<file path="config.mk">
export PLATFORM = sky130hd
export DESIGN_NAME = acc_cpu_core
export DESIGN_NICKNAME = d
export VERILOG_FILES = /design/src/rtl/acc_cpu_core.sv
export SDC_FILE = /design/constraint.sdc
export NUM_CORES = 1
export LEC_CHECK = 0
export BUFFER_PORTS_ARGS = -buffer_cell sky130_fd_sc_hd__buf_2
export CORE_UTILIZATION = 55
export CTS_CLUSTER_SIZE = 30
export DETAILED_ROUTE_END_ITERATION = 16
export PLACE_DENSITY = 0.76
export SYNTH_ARGS = -nofsm -noshare
export SYNTH_HDL_FRONTEND = slang
export SYNTH_SLANG_ARGS = --single-unit
</file>
<file path="constraint.sdc">
create_clock -name clk -period 3.8 [get_ports clk]
set_input_delay 0.19 -clock clk [delete_from_list [all_inputs] [get_ports clk]]
set_output_delay 0.19 -clock clk [all_outputs]
set_load 0.005 [all_outputs]
</file>
<file path="src/rtl/acc_cpu_core.sv">
// Accumulator CPU core with internal program/data RAM, a host load/read-back port,
// start/halt control, Z/C flags, conditional jumps and optional single-step.
module acc_cpu_core #(
  parameter int DATA_W = 8,
  parameter int ADDR_W = 4
) (
  input  logic              clk,
  input  logic              RESET,
  input  logic              start,
  input  logic              step_mode,
  input  logic              step,
  input  logic              ld_we,
  input  logic [ADDR_W-1:0] ld_addr,
  input  logic [DATA_W-1:0] ld_data,
  input  logic [ADDR_W-1:0] rd_addr,
  output logic [DATA_W-1:0] rd_data,
  output logic [DATA_W-1:0] acc_out,
  output logic [ADDR_W-1:0] pc_out,
  output logic              zero,
  output logic              carry,
  output logic              busy,
  output logic              halted,
  output logic [2:0]        state
);

  localparam int DEPTH = 2 ** ADDR_W;

  typedef enum logic [2:0] {
    S_IDLE   = 3'd0,
    S_FETCH  = 3'd1,
    S_EXEC   = 3'd2,
    S_PAUSE  = 3'd3,
    S_HALTED = 3'd4
  } state_t;

  typedef enum logic [3:0] {
    OP_NOP  = 4'h0, OP_LD  = 4'h1, OP_ADD = 4'h2, OP_SUB = 4'h3,
    OP_AND  = 4'h4, OP_OR  = 4'h5, OP_STO = 4'h6, OP_JMP = 4'h7,
    OP_JZ   = 4'h8, OP_JC  = 4'h9, OP_HALT = 4'hF
  } op_t;

  state_t              st;
  logic [DATA_W-1:0]   mem [DEPTH];
  logic [DATA_W-1:0]   acc;
  logic [DATA_W-1:0]   ir;
  logic [ADDR_W-1:0]   pc;
  logic                z_flag;
  logic                c_flag;

  op_t                 opcode;
  logic [ADDR_W-1:0]   opnd_addr;
  logic [DATA_W-1:0]   opnd;
  logic [DATA_W:0]     sum;
  logic [DATA_W:0]     diff;

  assign opcode    = op_t'(ir[DATA_W-1 -: 4]);
  assign opnd_addr = ir[ADDR_W-1:0];
  assign opnd      = mem[opnd_addr];

  // One extra bit carries the ADD carry-out / SUB borrow.
  // NOTE: always_comb gives every output a value on every path, so no latch is inferred.
  always_comb begin
    sum  = {1'b0, acc} + {1'b0, opnd};
    diff = {1'b0, acc} - {1'b0, opnd};
  end

  // NOTE: RAM has no reset branch; resetting it would turn it into flops and the host
  // relies on contents surviving a reset anyway.
  always_ff @(posedge clk) begin
    if (ld_we && !busy)
      mem[ld_addr] <= ld_data;
    else if (st == S_EXEC && opcode == OP_STO)
      mem[opnd_addr] <= acc;
  end

  // NOTE: sequential state uses non-blocking assignments so every register samples
  // pre-edge values regardless of statement order.
  always_ff @(posedge clk or negedge RESET) begin
    if (!RESET) begin
      st     <= S_IDLE;
      acc    <= '0;
      pc     <= '0;
      ir     <= '0;
      z_flag <= 1'b0;
      c_flag <= 1'b0;
    end else begin
      unique case (st)
        S_IDLE, S_HALTED: begin
          if (start) begin
            st     <= S_FETCH;
            pc     <= '0;
            acc    <= '0;
            z_flag <= 1'b0;
            c_flag <= 1'b0;
          end
        end
        S_FETCH: begin
          ir <= mem[pc];
          pc <= pc + ADDR_W'(1);
          st <= S_EXEC;
        end
        S_EXEC: begin
          case (opcode)
            OP_LD:  begin acc <= opnd; z_flag <= (opnd == '0); end
            OP_ADD: begin
              acc    <= sum[DATA_W-1:0];
              c_flag <= sum[DATA_W];
              z_flag <= (sum[DATA_W-1:0] == '0);
            end
            OP_SUB: begin
              acc    <= diff[DATA_W-1:0];
              c_flag <= diff[DATA_W];
              z_flag <= (diff[DATA_W-1:0] == '0);
            end
            OP_AND: begin acc <= acc & opnd; z_flag <= ((acc & opnd) == '0); end
            OP_OR:  begin acc <= acc | opnd; z_flag <= ((acc | opnd) == '0); end
            OP_JMP: pc <= opnd_addr;
            OP_JZ:  if (z_flag) pc <= opnd_addr;
            OP_JC:  if (c_flag) pc <= opnd_addr;
            default: ;
          endcase
          if (opcode == OP_HALT) st <= S_HALTED;
          else                   st <= step_mode ? S_PAUSE : S_FETCH;
        end
        S_PAUSE: if (step) st <= S_FETCH;
        default: st <= S_IDLE;
      endcase
    end
  end

  assign rd_data = mem[rd_addr];
  assign acc_out = acc;
  assign pc_out  = pc;
  assign zero    = z_flag;
  assign carry   = c_flag;
  assign busy    = (st == S_FETCH) || (st == S_EXEC) || (st == S_PAUSE);
  assign halted  = (st == S_HALTED);
  assign state   = st;

endmodule

</file>
Yosys cells after proc, flatten, opt, wreduce, memory -nomap -nowiden

Memories as Yosys holds them, arrays and structs flattened. A register that Yosys moved wholly into a read port is not among the register bits.
Cells that the tools add are included.

Bits in writable memories: 128
Input bits: 22
Register bits after elaboration: 17
Memories: 1
Logic and storage cells: 78
Output and inout bits: 27

Memory list:

| name | words | width | read ports | clocked after Yosys merged registers in | write ports | line | text |
|---|---|---|---|---|---|---|---|
| mem  | 16    | 8     | 3          | 1                                       | 1           | 43   | `logic [DATA_W-1:0] mem [DEPTH];` |

Bitwise gates (word level): 2
Add/sub/neg operators: 3
Mux-type cells: 26
Reductions and logical operators: 20
Eq/ne operators: 21

Operator list:

| operator           | number |
|---|---|
| $logic_not 8->1    | 5 |
| $pmux 8 s5         | 1 |
| $pmux 4 s3         | 2 |
| $eq 4x3->1 const B | 4 |
| $mux 4             | 4 |
| $mux 8             | 2 |
| $pmux 8 s2         | 1 |
| $eq 4x4->1 const B | 3 |
| $pmux 3 s4         | 1 |
| $add 8x8->9        | 1 |
| $mux 3             | 3 |
| $sub 8x8->9        | 1 |
| $and 8x8->8        | 1 |
| $eq 4x2->1 const B | 2 |
| $or 8x8->8         | 1 |
| $reduce_or 8->1    | 1 |
| $mux 1             | 7 |
| $eq 3x2->1 const B | 2 |
| $ne 3x3->1 const B | 2 |
| $ne 6x1->1 const B | 1 |
| $pmux 1 s2         | 3 |
| $reduce_and 3->1   | 2 |
| $pmux 1 s5         | 1 |
| $reduce_and 5->1   | 1 |
| other kinds (16)   | 20 |

Longest topological paths before layout

Depth in word-level cells: 9
Depth in mapped cells: 15
Mapped depth without buffers: 14

Worst setup path before layout

No wires, ideal clock.

Kind: reg-to-reg
From: register ir[1] (read register of mem)
To: register c_flag (netlist: carry)
Path buffers: 2
Setup time: 0.134 ns
Slack: 0.232 ns
Period minus slack after synthesis: 3.568 ns
Required time: 3.666 ns
Stages on the path, launching flop included: 15
Arrival: 3.435 ns
Cell sequence: dfrtp_1 clkbuf_1 clkbuf_1 mux4_1 a221oi_4 inv_1 ha_1 fa_1 a21o_1 a21oi_1 o21ai_0 a31oi_1 mux2i_1 a221oi_1 mux2i_1

Longest elaborated chain between the ends: 4
Elaborated cells on any way between the ends: 5
Those cells by class: add/sub (2); mux (2); memory (1)

RTL lines:

| item                                              | line   | text |
|---|---|---|
| from (decl)                                       | 45     | `logic [DATA_W-1:0] ir;` |
| $mem_v2 16x8 *                                    | n/a    |  |
| $sub 8x8->9 / $add 8x8->9 (equally long branches) | 64, 63 |  |
| $pmux 1 s2 *                                      | 103    | `case (opcode)` |
| $pmux 1 s2 *                                      | 87     | `unique case (st)` |
| to (signal assigned)                              | 107    | `c_flag <= sum[DATA_W];` |
| to (signal assigned)                              | 112    | `c_flag <= diff[DATA_W];` |
| to (decl)                                         | 48     | `logic c_flag;` |

Every way passes the cells marked *; elsewhere a longest branch is shown, timed or not.
A chain may end at the register's enable or synchronous reset.

Final worst setup path

From: register ir[0] (read register of mem)
To: register c_flag (netlist: carry)

The elaborated chain is that of the path after synthesis.

==> results.md <==
- Clock transition at path regs: 70 ps
- Utilization after layout: 64.3%
- Final Slew Violations: 0
- Worst Hold Class: in -> reg
- Syn avg cell area: 14.4 um2
- Post-synth EDFFs: 128
- P&R area growth vs syn: 13.4%
- Antenna viol nets, final: 0
- Mapped Area: 9470 um2
- Drt drc: 0
- WL final: 27200 um
- Clock sink count: 153
- Non-Filler Instances: 956
- Power Internal: 4.91 mW
- VDD IR-drop max: 0.451 mV
- Pin count of the biggest net entering global routing: 36
- WL per Instance: 28.5 um
- Worst reg2reg path startpoint: ir[0]$_DFFE_PN0N_
- Setup CP Type: reg -> reg
- Via Count: 6832
- Chip height: 133 um
- R2R depth: 13
- Slew @ Worst Pin: 1160 ps
- Global route total overflow: 0
- Num CTS Buffers: 17
- Root Driver: clkbuf_16
- Synthesized flop and latch total: 153
- Async SR Flop Fraction: 16.3%
- Number of library cell types mapped by synthesis: 62
- Power share of the clock group: 18.2%
- Post-Syn Nets: 709
- # setup viols final: 0
- Run status: completed
- Static leakage: 3.84 nW
- Clock latency on the worst-skew pair: 440 ps
- Cell type with the largest total area after synthesis: edfxtp_1
- Bufs on Longest Clock Path: 2
- Top cells by area, synth: edfxtp_1 (41%), mux4_2 (24%), dfrtp_1 (6.6%)
- Hold Slack: 26.7 ps
- IO buf count: 48
- 1st-pass router iterations: 7
- Most frequent cell after synthesis: edfxtp_1
- Area of the core: 16700 um2
- Post-route cell area: 10700 um2
- CP required: 4110 ps
- Clk_skew: 9.49 ps
- Via density: 7.15
- Layout cell share with drive strength beyond 1: 33.6%
- Placed wire-length estimate: 18700 um
- Main flop type after synthesis: edfxtp_1
- CTS tree: done
- Die area: 17700 um2
- Final-stage net count: 773
- Initial core utilization: 56.7%
- Setup crit start kind: flip-flop
- Max H-tree Level: 4
- # placed instances: 917
- ANT cells: 0
- Core Rows: 47
- First-pass GRT wire length: 41000 um
- Highest Clock Rate: 275 MHz
- Yosys top cell area share: 40.6%
- CP max FO: 6
- Max Cap Violations: 0
- 1st-iter DRT viols: 805
- Die width: 133 um
- Post-synth top cells: edfxtp_1 (128), mux4_2 (101), nand2_1 (47), nor2_1 (41)
- FF-to-FF setup slack: 160 ps
- R2R Path End: carry$_DFFE_PN0P_
- Worst setup startpoint: ir[0]$_DFFE_PN0N_
- WP data arrival: 3950 ps
- Setup Total Neg Slack: 0 ps
- Sw Ratio: 42.2%
- Final hold viol count: 0
- Setup crit end kind: flip-flop
- Synth Instances: 659
- Sequential share of power: 26.9%
- Sequential element share of the synthesized area: 47.2%
- Area of placed instances: 10100 um2
- Sw power: 3.58 mW
- Worst slew margin: 22.3%
- Comb power frac: 54.9%
- I/O pins: 49
- Pwr dens: 791 nW/um2
- Final worst path period share: 95.7%
- Post-route minimum period: 3640 ps
- GPL Wtd Cong: 0.942
- Initial antenna violation count: 0
- Setup crit end: carry$_DFFE_PN0P_
- Hold_sp: step_mode
- Ys Warns: 0
- Vias in the first global route: 6745
- Tot GR Track Use: 32.3%
## per-stage QoR
stage / setup WS [ps] / total power, mW
floorplan: 232 / 5.40
global placement: 41.1 / 6.63
detailed placement: 33.0 / 6.72
CTS: 64.6 / 8.27
global route: -21.1 / 8.91
finish: 164 / 8.49
## cell families after synthesis
group                      share of synthesized area (%)
muxes                                               28.7
AOI/OAI and AO/OA                                   8.34
adders and majority gates                           3.86
DFF                                                 47.2
and+or+nand+nor                                     7.27
xor gates and xnor gates                            1.11
buffers and inverters                               3.54
## critical path: stages (launching register included)
cell and delay, ps:
dfrtp_2 500, mux4_2 530, a22o_1 270, a221oi_4 200
inv_1 90, ha_1 270, fa_1 470, a21o_1 200
a21oi_2 210, o21ai_0 100, a31oi_1 200, mux2i_1 120
a221oi_2 250, mux2i_1 100
## routing by layer
metal	share of wire, %	global-route usage (%)	vias to the layer above
met5	0	0	-
met4	4.8	15.9	0
met3	12	7.65	113
met2	50	53.1	531
met1	33	40.6	3393
li1	-	-	2795
## worst min-delay path by stage
stage                              to  slack, ps  cells after the start
3_3_place_gp        carry$_DFFE_PN0P_        230                      1
6_report         state[1]$_DFFE_PN0P_         30                      3
4_1_cts          state[1]$_DFFE_PN0P_         20                      3
2_1_floorplan  acc_out[0]$_DFFE_PN0P_       -110                      0
3_5_place_dp   acc_out[1]$_DFFE_PN0P_        230                      1
5_1_grt          state[1]$_DFFE_PN0P_         40                      4
## what timing repair did
action                     4_1_cts  5_1_grt
resized for setup                1       10
pin swaps                        0        4
setup buffers                    0        6
setup endpoints to repair        2        5
hold buffers                     1        0
hold endpoints to repair        25        0
## placed cells by master, fill, tap and decap left out, types with 5 or more instances in the layout
cell and n:
nor3_1 10, edfxtp_1 128, nor2_1 41, a32oi_1 5, a21o_1 5, buf_4 36
a21oi_1 26, inv_1 31, nand2b_1 8, nand2_1 45, nor4_1 5, o21ai_0 31
mux4_2 101, clkbuf_16 17, mux4_1 11, nor3b_1 5, buf_2 48, mux2_2 10
dfrtp_1 23, ha_1 26, nand3_1 5, nor2b_1 5, xnor2_1 8, a22oi_1 16
buf_12 5
## cell type report
class	instances	area (um2)
clock buffer	19	433
inverter	32	120
timing repair buffer	91	636
fill	1211	5960
clock inverter	13	95.1
sequential	153	4470
multi-input combinational	428	4710
tap	220	275
## sequential cells by signal, indices dropped and copies added (netlist names)
| name | count |
|---|---|
| state | 3 |
| carry | 1 |
| acc_out | 8 |
| ir | 8 |
| zero | 1 |
| pc_out | 4 |
| mem | 128 |
## power by group through the flow
stage	combinational, mW	sequential [mW]	clock (mW)
after floorplan	3.27	2.12	0
after global placement	4.33	2.30	0
after detailed placement	4.41	2.31	0
after CTS	4.45	2.28	1.54
after global routing	5.00	2.31	1.61
final	4.66	2.29	1.54
No activity file was read; power rests on OpenSTA's default activity.
